### src/rtl/adc_capture_ctrl_if.sv
// Bundles the ADC sample stream and the sample-memory write port.
// Latency: none, wires only.
// Backpressure: wr_ready from the memory side stalls the write port; the sample stream has none.
//
// Signals:
//   sample_valid, adc_x, adc_y : sample stream, ADC front-end -> capture controller
//   wr_valid, wr_addr, wr_data : write request, capture controller -> sample memory
//   wr_ready                   : write accept, sample memory -> capture controller
// Modports:
//   master : capture controller view (consumes samples, issues writes)
//   slave  : environment view (produces samples, accepts writes)
interface adc_capture_ctrl_if #(
    parameter int DATA_BITS = 10,
    parameter int ADDR_BITS = 10
);
    logic                   sample_valid;
    logic [DATA_BITS-1:0]   adc_x;
    logic [DATA_BITS-1:0]   adc_y;

    logic                   wr_valid;
    logic                   wr_ready;
    logic [ADDR_BITS-1:0]   wr_addr;
    logic [2*DATA_BITS-1:0] wr_data;

    modport master (
        input  sample_valid,
        input  adc_x,
        input  adc_y,
        output wr_valid,
        input  wr_ready,
        output wr_addr,
        output wr_data
    );

    modport slave (
        output sample_valid,
        output adc_x,
        output adc_y,
        input  wr_valid,
        output wr_ready,
        input  wr_addr,
        input  wr_data
    );
endinterface

### src/rtl/adc_capture_ctrl.sv
// Arms on command, waits for an X-level trigger (or the first sample), then writes N {x,y} samples to memory.
// Latency: a sample accepted at cycle t is presented on the write port at cycle t+1.
// Backpressure: one-entry holding register; a sample arriving while it is full and not draining is dropped and flags overrun.
//
// Ports:
//   clk, rst_n         : clock, asynchronous active-low reset
//   start, abort       : one-cycle control pulses (abort wins over everything)
//   trig_en            : 1 = wait for rising crossing of trig_level by X, 0 = trigger on first sample
//   trig_level         : unsigned X trigger level
//   capture_len        : number of samples to capture minus one, latched at start
//   decim              : (only with ADC_CAPTURE_DECIM_EN) keep every (decim+1)-th sample, latched at start
//   bus                : sample stream in, memory write port out
//   busy, done         : status decoded from the state register
//   overrun            : sticky, a capture sample was dropped for lack of room
//
// Build option: define ADC_CAPTURE_DECIM_EN to add the decim input and sample decimation.
module adc_capture_ctrl #(
    parameter int DATA_BITS = 10,
    parameter int ADDR_BITS = 10
) (
    input  logic                 clk,
    input  logic                 rst_n,
    input  logic                 start,
    input  logic                 abort,
    input  logic                 trig_en,
    input  logic [DATA_BITS-1:0] trig_level,
    input  logic [ADDR_BITS-1:0] capture_len,
`ifdef ADC_CAPTURE_DECIM_EN
    input  logic [7:0]           decim,
`endif
    adc_capture_ctrl_if.master   bus,
    output logic                 busy,
    output logic                 done,
    output logic                 overrun
);

    typedef enum logic [1:0] {
        ST_IDLE    = 2'd0,
        ST_ARMED   = 2'd1,
        ST_CAPTURE = 2'd2,
        ST_DONE    = 2'd3
    } state_t;

    state_t state_q;
    state_t state_d;

    // Capture bookkeeping. idx_q is one bit wider than an address so a
    // full-depth capture (2^ADDR_BITS samples) can count past the last
    // address without wrapping back to zero.
    logic [ADDR_BITS-1:0]   len_q;
    logic [ADDR_BITS:0]     idx_q;
    logic                   prev_vld_q;
    logic [DATA_BITS-1:0]   prev_x_q;
    logic                   overrun_q;

    // Single-entry holding register feeding the write port.
    logic                   hold_vld_q;
    logic [ADDR_BITS-1:0]   hold_addr_q;
    logic [2*DATA_BITS-1:0] hold_dat_q;

    // Decoded control for the datapath.
    logic arm;        // start honoured this cycle
    logic load_hold;  // a sample enters the holding register
    logic drop;       // an eligible sample is lost to backpressure
    logic drain;      // write handshake this cycle
    logic more;       // fewer than capture_len+1 samples loaded so far
    logic crossing;   // rising crossing of trig_level by X
    logic eligible;   // sample survives decimation

    assign drain    = hold_vld_q & bus.wr_ready;
    assign more     = (idx_q <= {1'b0, len_q});
    // Needs a recorded previous sample, so the first sample after
    // arming can never produce a crossing.
    assign crossing = prev_vld_q
                    && (prev_x_q < trig_level)
                    && (bus.adc_x >= trig_level);

`ifdef ADC_CAPTURE_DECIM_EN
    logic [7:0] decim_q;
    logic [7:0] dec_cnt_q;

    // dec_cnt_q counts valid samples since the last eligible one; the
    // triggering sample resets it to zero, so with decim=N the samples
    // kept are trigger, trigger+N+1, ...
    assign eligible = (dec_cnt_q == decim_q);

    always_ff @(posedge clk or negedge rst_n) begin
        if (!rst_n) begin
            decim_q   <= '0;
            dec_cnt_q <= '0;
        end else begin
            if (arm) begin
                decim_q <= decim;
            end
            if ((state_q == ST_ARMED) && load_hold) begin
                dec_cnt_q <= '0;
            end else if ((state_q == ST_CAPTURE) && !abort
                         && bus.sample_valid && more) begin
                dec_cnt_q <= eligible ? 8'd0 : (dec_cnt_q + 8'd1);
            end
        end
    end
`else
    assign eligible = 1'b1;
`endif

    // ------------------------------------------------------------------
    // State register
    // ------------------------------------------------------------------
    always_ff @(posedge clk or negedge rst_n) begin
        if (!rst_n) begin
            state_q <= ST_IDLE;
        end else begin
            state_q <= state_d;
        end
    end

    // ------------------------------------------------------------------
    // Next state and datapath control
    // ------------------------------------------------------------------
    always_comb begin
        state_d   = state_q;
        arm       = 1'b0;
        load_hold = 1'b0;
        drop      = 1'b0;

        if (abort) begin
            state_d = ST_IDLE;
        end else begin
            case (state_q)
                ST_IDLE, ST_DONE: begin
                    if (start) begin
                        arm     = 1'b1;
                        state_d = ST_ARMED;
                    end
                end
                ST_ARMED: begin
                    // The holding register is always empty here, so the
                    // triggering sample is loaded unconditionally as index 0.
                    if (bus.sample_valid && (!trig_en || crossing)) begin
                        load_hold = 1'b1;
                        state_d   = ST_CAPTURE;
                    end
                end
                ST_CAPTURE: begin
                    // Once all samples are loaded, later ones are simply
                    // ignored and never count as overrun.
                    if (bus.sample_valid && eligible && more) begin
                        if (!hold_vld_q || drain) begin
                            load_hold = 1'b1;
                        end else begin
                            drop = 1'b1;
                        end
                    end
                    if (drain && !more) begin
                        state_d = ST_DONE;
                    end
                end
                default: begin
                    state_d = ST_IDLE;
                end
            endcase
        end
    end

    // ------------------------------------------------------------------
    // Datapath
    // ------------------------------------------------------------------
    always_ff @(posedge clk or negedge rst_n) begin
        if (!rst_n) begin
            len_q       <= '0;
            idx_q       <= '0;
            prev_vld_q  <= 1'b0;
            prev_x_q    <= '0;
            overrun_q   <= 1'b0;
            hold_vld_q  <= 1'b0;
            hold_addr_q <= '0;
            hold_dat_q  <= '0;
        end else begin
            if (arm) begin
                len_q      <= capture_len;
                idx_q      <= '0;
                overrun_q  <= 1'b0;
                prev_vld_q <= 1'b0;
            end

            if ((state_q == ST_ARMED) && bus.sample_valid) begin
                prev_x_q   <= bus.adc_x;
                prev_vld_q <= 1'b1;
            end

            if (drop) begin
                overrun_q <= 1'b1;
            end

            // Abort discards a pending write without a handshake. The
            // index only advances on a successful load, which keeps the
            // addresses contiguous across dropped samples.
            if (abort) begin
                hold_vld_q <= 1'b0;
            end else if (load_hold) begin
                hold_vld_q  <= 1'b1;
                hold_addr_q <= idx_q[ADDR_BITS-1:0];
                hold_dat_q  <= {bus.adc_x, bus.adc_y};
                idx_q       <= idx_q + 1'b1;
            end else if (drain) begin
                hold_vld_q <= 1'b0;
            end
        end
    end

    // ------------------------------------------------------------------
    // Outputs
    // ------------------------------------------------------------------
    assign bus.wr_valid = hold_vld_q;
    assign bus.wr_addr  = hold_addr_q;
    assign bus.wr_data  = hold_dat_q;

    assign busy    = (state_q == ST_ARMED) || (state_q == ST_CAPTURE);
    assign done    = (state_q == ST_DONE);
    assign overrun = overrun_q;

endmodule

### src/flat_wrapper.sv
// flat-port wrapper written by rule: the top's interface ports become plain ports
module adc_capture_ctrl_flat 
#(
    parameter int DATA_BITS = 10,
    parameter int ADDR_BITS = 10
)
  (clk, rst_n, start, abort, trig_en, trig_level, capture_len, busy, done, overrun, bus_sample_valid, bus_adc_x, bus_adc_y, bus_wr_valid, bus_wr_ready, bus_wr_addr, bus_wr_data);
  adc_capture_ctrl_if #(.DATA_BITS(DATA_BITS), .ADDR_BITS(ADDR_BITS)) bus_i ();
  input  logic clk;
  input  logic rst_n;
  input  logic start;
  input  logic abort;
  input  logic trig_en;
  input  logic [DATA_BITS-1:0] trig_level;
  input  logic [ADDR_BITS-1:0] capture_len;
  output logic busy;
  output logic done;
  output logic overrun;
  input wire logic [$bits(bus_i.sample_valid)-1:0] bus_sample_valid;
  input wire logic [$bits(bus_i.adc_x)-1:0] bus_adc_x;
  input wire logic [$bits(bus_i.adc_y)-1:0] bus_adc_y;
  output wire logic [$bits(bus_i.wr_valid)-1:0] bus_wr_valid;
  input wire logic [$bits(bus_i.wr_ready)-1:0] bus_wr_ready;
  output wire logic [$bits(bus_i.wr_addr)-1:0] bus_wr_addr;
  output wire logic [$bits(bus_i.wr_data)-1:0] bus_wr_data;
  assign bus_i.sample_valid = bus_sample_valid;
  assign bus_i.adc_x = bus_adc_x;
  assign bus_i.adc_y = bus_adc_y;
  assign bus_wr_valid = bus_i.wr_valid;
  assign bus_i.wr_ready = bus_wr_ready;
  assign bus_wr_addr = bus_i.wr_addr;
  assign bus_wr_data = bus_i.wr_data;
  adc_capture_ctrl #(.DATA_BITS(DATA_BITS), .ADDR_BITS(ADDR_BITS)) u_core (.clk(clk), .rst_n(rst_n), .start(start), .abort(abort), .trig_en(trig_en), .trig_level(trig_level), .capture_len(capture_len), .bus(bus_i), .busy(busy), .done(done), .overrun(overrun));
endmodule
### config.mk
export PLATFORM = sky130hd
export DESIGN_NAME = adc_capture_ctrl_flat
export DESIGN_NICKNAME = d
export VERILOG_FILES = /design/src/rtl/adc_capture_ctrl_if.sv /design/src/rtl/adc_capture_ctrl.sv /design/src/flat_wrapper.sv
export SDC_FILE = /design/constraint.sdc
export NUM_CORES = 1
export LEC_CHECK = 0
export CAP_MARGIN = 30
export CORE_ASPECT_RATIO = 1.25
export CORE_UTILIZATION = 39
export CTS_BUF_LIST = sky130_fd_sc_hd__clkbuf_16
export CTS_CLUSTER_SIZE = 14
export DETAILED_ROUTE_END_ITERATION = 10
export GPL_ROUTABILITY_DRIVEN = 0
export SLEW_MARGIN = 10
export SYNTH_ARGS = -nofsm -noshare
export SYNTH_HDL_FRONTEND = slang
export SYNTH_SLANG_ARGS = --single-unit
### constraint.sdc
create_clock -name clk -period 3.4 [get_ports clk]
set_input_delay 0.34 -clock clk [delete_from_list [all_inputs] [get_ports clk]]
set_output_delay 0.34 -clock clk [all_outputs]
set_load 0.02 [all_outputs]
# Yosys cells after proc, flatten, opt, wreduce, memory -nomap -nowiden
# Index checks and enable logic that the tools add are counted.
# word_totals
out_inout_bits	34
word_cells	66
input_bits	47
ff_bits	66
# op_classes
eq_ne	6
n_reduce_logical	19
n_bitwise	2
n_addsub	1
n_mux	26
n_lt_le_gt_ge	3
# ops
operator	count
11-bit two-way mux	3
1-bit two-way mux	17
11-bit by 1-bit adder with 11-bit output, second input constant	1
11-bit by 10-bit <= comparator with 1-bit output	1
10-bit greater-or-equal comparator	1
10-bit < comparator	1
2-bit two-way mux	4
1-bit logical AND	6
3-bit by 2-bit inequality test with 1-bit output, second input constant	2
2-bit one-hot mux with 3 select lines	1
2-bit == test, second input constant	2
2-bit nonzero test	2
1-bit logical NOT	3
1-bit logical OR	3
3-bit inequality test, second input constant	1
3-bit AND reduction	1
3-bit nonzero test	1
2-bit by 1-bit == test with 1-bit output, second input constant	1
2-bit logical NOT	1
1-bit one-hot mux with 2 select lines	1
2-bit AND reduction	1
2-bit OR reduction	1
1-bit bitwise AND	1
1-bit NOT	1

# Logic depth before layout (Yosys ltp)
# Gate-level depths: netlist of run 1.
# logic_depth
ltp_word	10
ltp_mapped	11

# Least setup slack after synthesis of run 1
# OpenSTA, ideal clock, no wires.
# synth_timing
path_kind	input to register
startpoint	input trig_level[7]
endpoint	register u_core.hold_addr_q[8], in the netlist u_core.bus.wr_addr[8]
path_buffers	1
t_arrival_ns	2.239
setup_ns	0.125
stages	9
path_slack_ns	1.037
path_cell_list	inv_1 ha_1 a211oi_1 nor2_1 nor3_2 a211oi_2 o31ai_2 buf_2 mux2_2
# synth_between
elab_chain_cells	9
word_cells_on_any_way	10
classes_between	order compare: 2; mux: 3; reduce/logical: 5
# synth_rtl
item	line	source
start, declared	flat_wrapper.sv:14	input logic [DATA_BITS-1:0] trig_level;
10-bit < comparator	adc_capture_ctrl.sv:75	&& (prev_x_q < trig_level)
1-bit logical AND	adc_capture_ctrl.sv:75	
1-bit logical AND *	adc_capture_ctrl.sv:76	&& (bus.adc_x >= trig_level);
1-bit logical OR *	adc_capture_ctrl.sv:140	if (bus.sample_valid && (!trig_en || crossing)) begin
1-bit logical AND *	adc_capture_ctrl.sv:140	
1-bit two-way mux *	adc_capture_ctrl.sv:140	
1-bit one-hot mux with 2 select lines *	adc_capture_ctrl.sv:130	case (state_q)
1-bit two-way mux *	adc_capture_ctrl.sv:127	if (abort) begin
2-bit AND reduction (no line) *	--	
end signal, assigned	adc_capture_ctrl.sv:203	hold_addr_q <= idx_q[ADDR_BITS-1:0];
end, declared	adc_capture_ctrl.sv:58	logic [ADDR_BITS-1:0] hold_addr_q;
# Mark *: on every way between the ends. The rest lies on a longest branch, timed or not.
# A chain may end at the register's enable or synchronous reset.

# Worst setup path in the final report of run 1
# layout_timing
startpoint	register u_core.idx_q[8]
endpoint	register u_core.idx_q[8]
# layout_between
elab_chain_cells	7
word_cells_on_any_way	9
classes_between	add/sub: 1; order compare: 1; mux: 6; reduce/logical: 1
# layout_rtl
item	line	source
start, declared	adc_capture_ctrl.sv:51	logic [ADDR_BITS:0] idx_q;
start signal, assigned	adc_capture_ctrl.sv:205	idx_q <= idx_q + 1'b1;
11-bit by 10-bit <= comparator with 1-bit output	adc_capture_ctrl.sv:71	assign more = (idx_q <= {1'b0, len_q});
1-bit logical AND	adc_capture_ctrl.sv:148	if (bus.sample_valid && eligible && more) begin
1-bit two-way mux	adc_capture_ctrl.sv:148	
1-bit one-hot mux with 2 select lines	adc_capture_ctrl.sv:130	
1-bit two-way mux	adc_capture_ctrl.sv:127	
11-bit two-way mux	adc_capture_ctrl.sv:201	end else if (load_hold) begin
11-bit two-way mux *	adc_capture_ctrl.sv:199	if (abort) begin
# Marked as above.

==> results of run 1 <==
[area by class of cell]
cell class                      count  area, um2
Tap cell                          120        150
Clock inverter                      7       31.3
Multi-Input combinational cell    199       1680
Fill cell                         808       3920
Inverter                           30        113
Sequential cell                    66       1650
Timing Repair Buffer               88        881
Clock buffer                        9        225
[flip-flops by register name (all words and copies together) (netlist names)]
name                 cells
u_core.prev_vld_q        1
u_core.prev_x_q         10
u_core.idx_q            11
u_core.bus.wr_valid      1
u_core.state_q           2
u_core.bus.wr_data      20
u_core.bus.wr_addr      10
u_core.overrun           1
u_core.len_q            10
[synth_stat cells, types with 3 or more instances]
cell type,instances
nand2b_1,5
o31ai_1,5
inv_1,30
a21oi_1,8
dfrtp_1,66
nand3_1,10
nand4_1,5
o21ai_0,14
a21boi_1,3
a211oi_1,3
nor3_1,4
o211ai_1,4
or3_1,3
mux2_2,47
or2_2,3
nand2_1,18
nor2_1,7
ha_1,34
o2111ai_1,3
a21o_1,4
buf_2,4
[power by group through the flow]
stage	registers (uW)	clock network [uW]	logic, uW
5_1_grt	1240	867	1370
3_3_place_gp	1210	0	1240
4_1_cts	1210	829	1270
2_1_floorplan	1340	0	602
3_5_place_dp	1220	0	1270
6_report	1200	806	1250
[kinds of logic (layout without fill, tap and decap cells)]
family,after synthesis,count (layout)
fa+ha+maj,34,34
flops,66,66
compound gates,53,53
mux,48,48
buf+inv,38,134
simple gates,64,64
[how the worst max path moves through the flow]
stage                     from               endpoint  slack, ns  depth (start not counted)
5_1_grt        u_core.idx_q[8]        u_core.idx_q[8]       0.30                          9
6_report       u_core.idx_q[8]        u_core.idx_q[8]       0.46                          9
3_5_place_dp     trig_level[7]        u_core.idx_q[8]       0.24                         10
4_1_cts        u_core.idx_q[8]        u_core.idx_q[8]       0.44                          9
2_1_floorplan    trig_level[7]  u_core.bus.wr_addr[8]       1.04                          9
3_3_place_gp     trig_level[7]        u_core.idx_q[8]       0.28                         10
[per-stage QoR]
stage          power [uW]   util  area, um2
2_1_floorplan        1940      -       3480
3_3_place_gp         2460  0.517       4480
3_5_place_dp         2480  0.517       4480
4_1_cts              3310  0.547       4730
5_1_grt              3480  0.547       4730
6_report             3260  0.547       4730
[worst max-delay path, delay by kind of cell (launching register included)]
kind / cells / cell delay (ns)
AOI/OAI and AO/OA: 6 / 1.39
and+or+nand+nor: 1 / 0.50
DFF: 1 / 0.44
adders and majority gates: 1 / 0.33
buffers and inverters: 1 / 0.20
[cells in the final DEF, fill, tap and decap left out, types with 6 or more instances in the layout]
cell             Yosys  final
dfrtp_1             66     66
a21oi_1              8      8
mux2_2              47     47
o21ai_0             14     14
nand2_1             18     18
clkdlybuf4s50_1      0     79
nor2_1               7      7
inv_1               30     34
nand3_1             10     10
buf_4                1      6
ha_1                34     34
clkbuf_16            0      9
[metal layers]
layer,wire length [um],global-route usage,up-vias
li1,-,-,1275
met1,3320,0.214,1248
met2,3900,0.311,56
met3,384,0.0583,9
met4,150,0.0786,0
met5,0,0,-
==> metrics.yaml, run 1 <==
routing:
  antenna_left: 0
  wl_per_cell_um: 14.9
  via_count: 2588
  drcViolationCount: 0
  routed_wl_um: 7760
  viasPerCell: 4.99
  drt_iter0_markers: 101
  drt_pass1_iterations: 6
finish:
  fin_cells: 519
  finalNetCount: 475
  drive_gt1_frac: 0.185
  area_growth_pct: 36.2
  antennaDiodeCount: 0
pwr:
  combPwrFrac: 0.384
  p_clk_frac: 0.247
  ir_drop_uv: 358
  switching_share: 0.326
  power.density_nw_per_um2: 689
  p_int_uw: 2200
  p_leak_uw: 0.00217
  switching_power_uw: 1060
  seqPwrFrac: 0.369
yosys:
  yosysWarnings: 0
  synth_edf_count: 0
  synth_mux_area_frac: 0.155
  synth_compound_gate_area_share: 0.107
  yosys.area_share.simple: 0.0968
  synth_area_per_cell_um2: 11.5
  synth_seq_area_share: 0.475
  synthesis.nets: 384
  synthArstFlopShare: 1.00
  synth_adder_area_share: 0.122
  synth_top_flop_cell: "dfrtp_1"
  synth-xor-area-share: 0
  synthTopCellsByArea: "dfrtp_1 (47%), mux2_2 (15%), ha_1 (12%)"
  synth_top_family_by_area: "multiplexers"
  synth_cells: 303
  synth_top_area_frac: 0.475
  synth-seq-cells: 66
  syn_area_um2: 3480
  synth_cell_type_count: 39
  synth_top_cell_by_area: "dfrtp_1"
grt:
  grt_max_degree: 31
  grt_pass1_wl_um: 12800
  antenna_found_initial: 0
  grt.total_usage: 0.184
  grt.overflow.total: 0
  grt_pass1_vias: 2717
setup_path:
  rrSetupSlack_ns: 0.46
  critPathSlowestCell: "or4_1"
  worstPathRequired_ns: 3.66
  startpoint_type: "flip-flop"
  r2r_cells: 9
  max_stage_delay_ns: 0.50
  critPathMaxFanout: 24
  crit_chain: "ha_1 -> a21o_1 -> a211oi_2 -> o2111ai_1 -> a21oi_1 -> o31ai_4 -> buf_12 -> or4_1 -> a21boi_1"
  rr_startpoint: "u_core.idx_q[8]"
  timing.rr.end: "u_core.idx_q[8]"
  arrival_ns: 3.20
  worst-setup-path-type: "reg -> reg"
  end_kind: "flip-flop"
sta:
  finalMaxSlewViolations: 0
  rsz0062_at_grt: "no"
  setup_viol: 0
  hold_viol: 0
  fin_tns_setup_ns: 0
  tightest_slew_ns: 0.726
  timing.final.crit_share: 0.866
  post-route-min-period_ns: 2.94
  setup_slack_ns: 0.456
  hold_ws_ns: 0.0680
  finClkSkew_ns: 0.00401
  max_slew_margin: 0.516
  fmaxAchievable_mhz: 340
floorplanning:
  io_pins: 81
  core_area_um2: 8650
  die_height_um: 108
  num_rows: 38
  dieArea_um2: 9300
  initial_core_util: 0.402
  dieWidth_um: 86.5
place:
  dp.cells: 503
  dp_hpwl_um: 5770
  io_buffers: 80
  post-place-ws_ns: 0.241
clock_network:
  cts_sinks: 66
  clockBufferDepth: 2
  cts_tree: "built"
  clk_pin_slew_worst_paths_ns: 0.05
  htreeDepth: 3
  cts_buffers: 9
  cts.repair.resized: 0
  worstSkewPairLatency_ns: 0.33
  root_buffer: "clkbuf_16"
  hold_buffers: 0
  post_cts_buffers: 0
status:
  outcome: "completed"
run:
  cap_violations: 0
worst_hold_path:
  hp-class: "in -> async"
(Power assumes the default switching activity.)
==> run 2, diff against run 1 <==
Settings changed: TNS_END_PERCENT from default to 5.
==> results of run 2 <==
The final DEF is identical to that of run 1; final timing and power are the same.
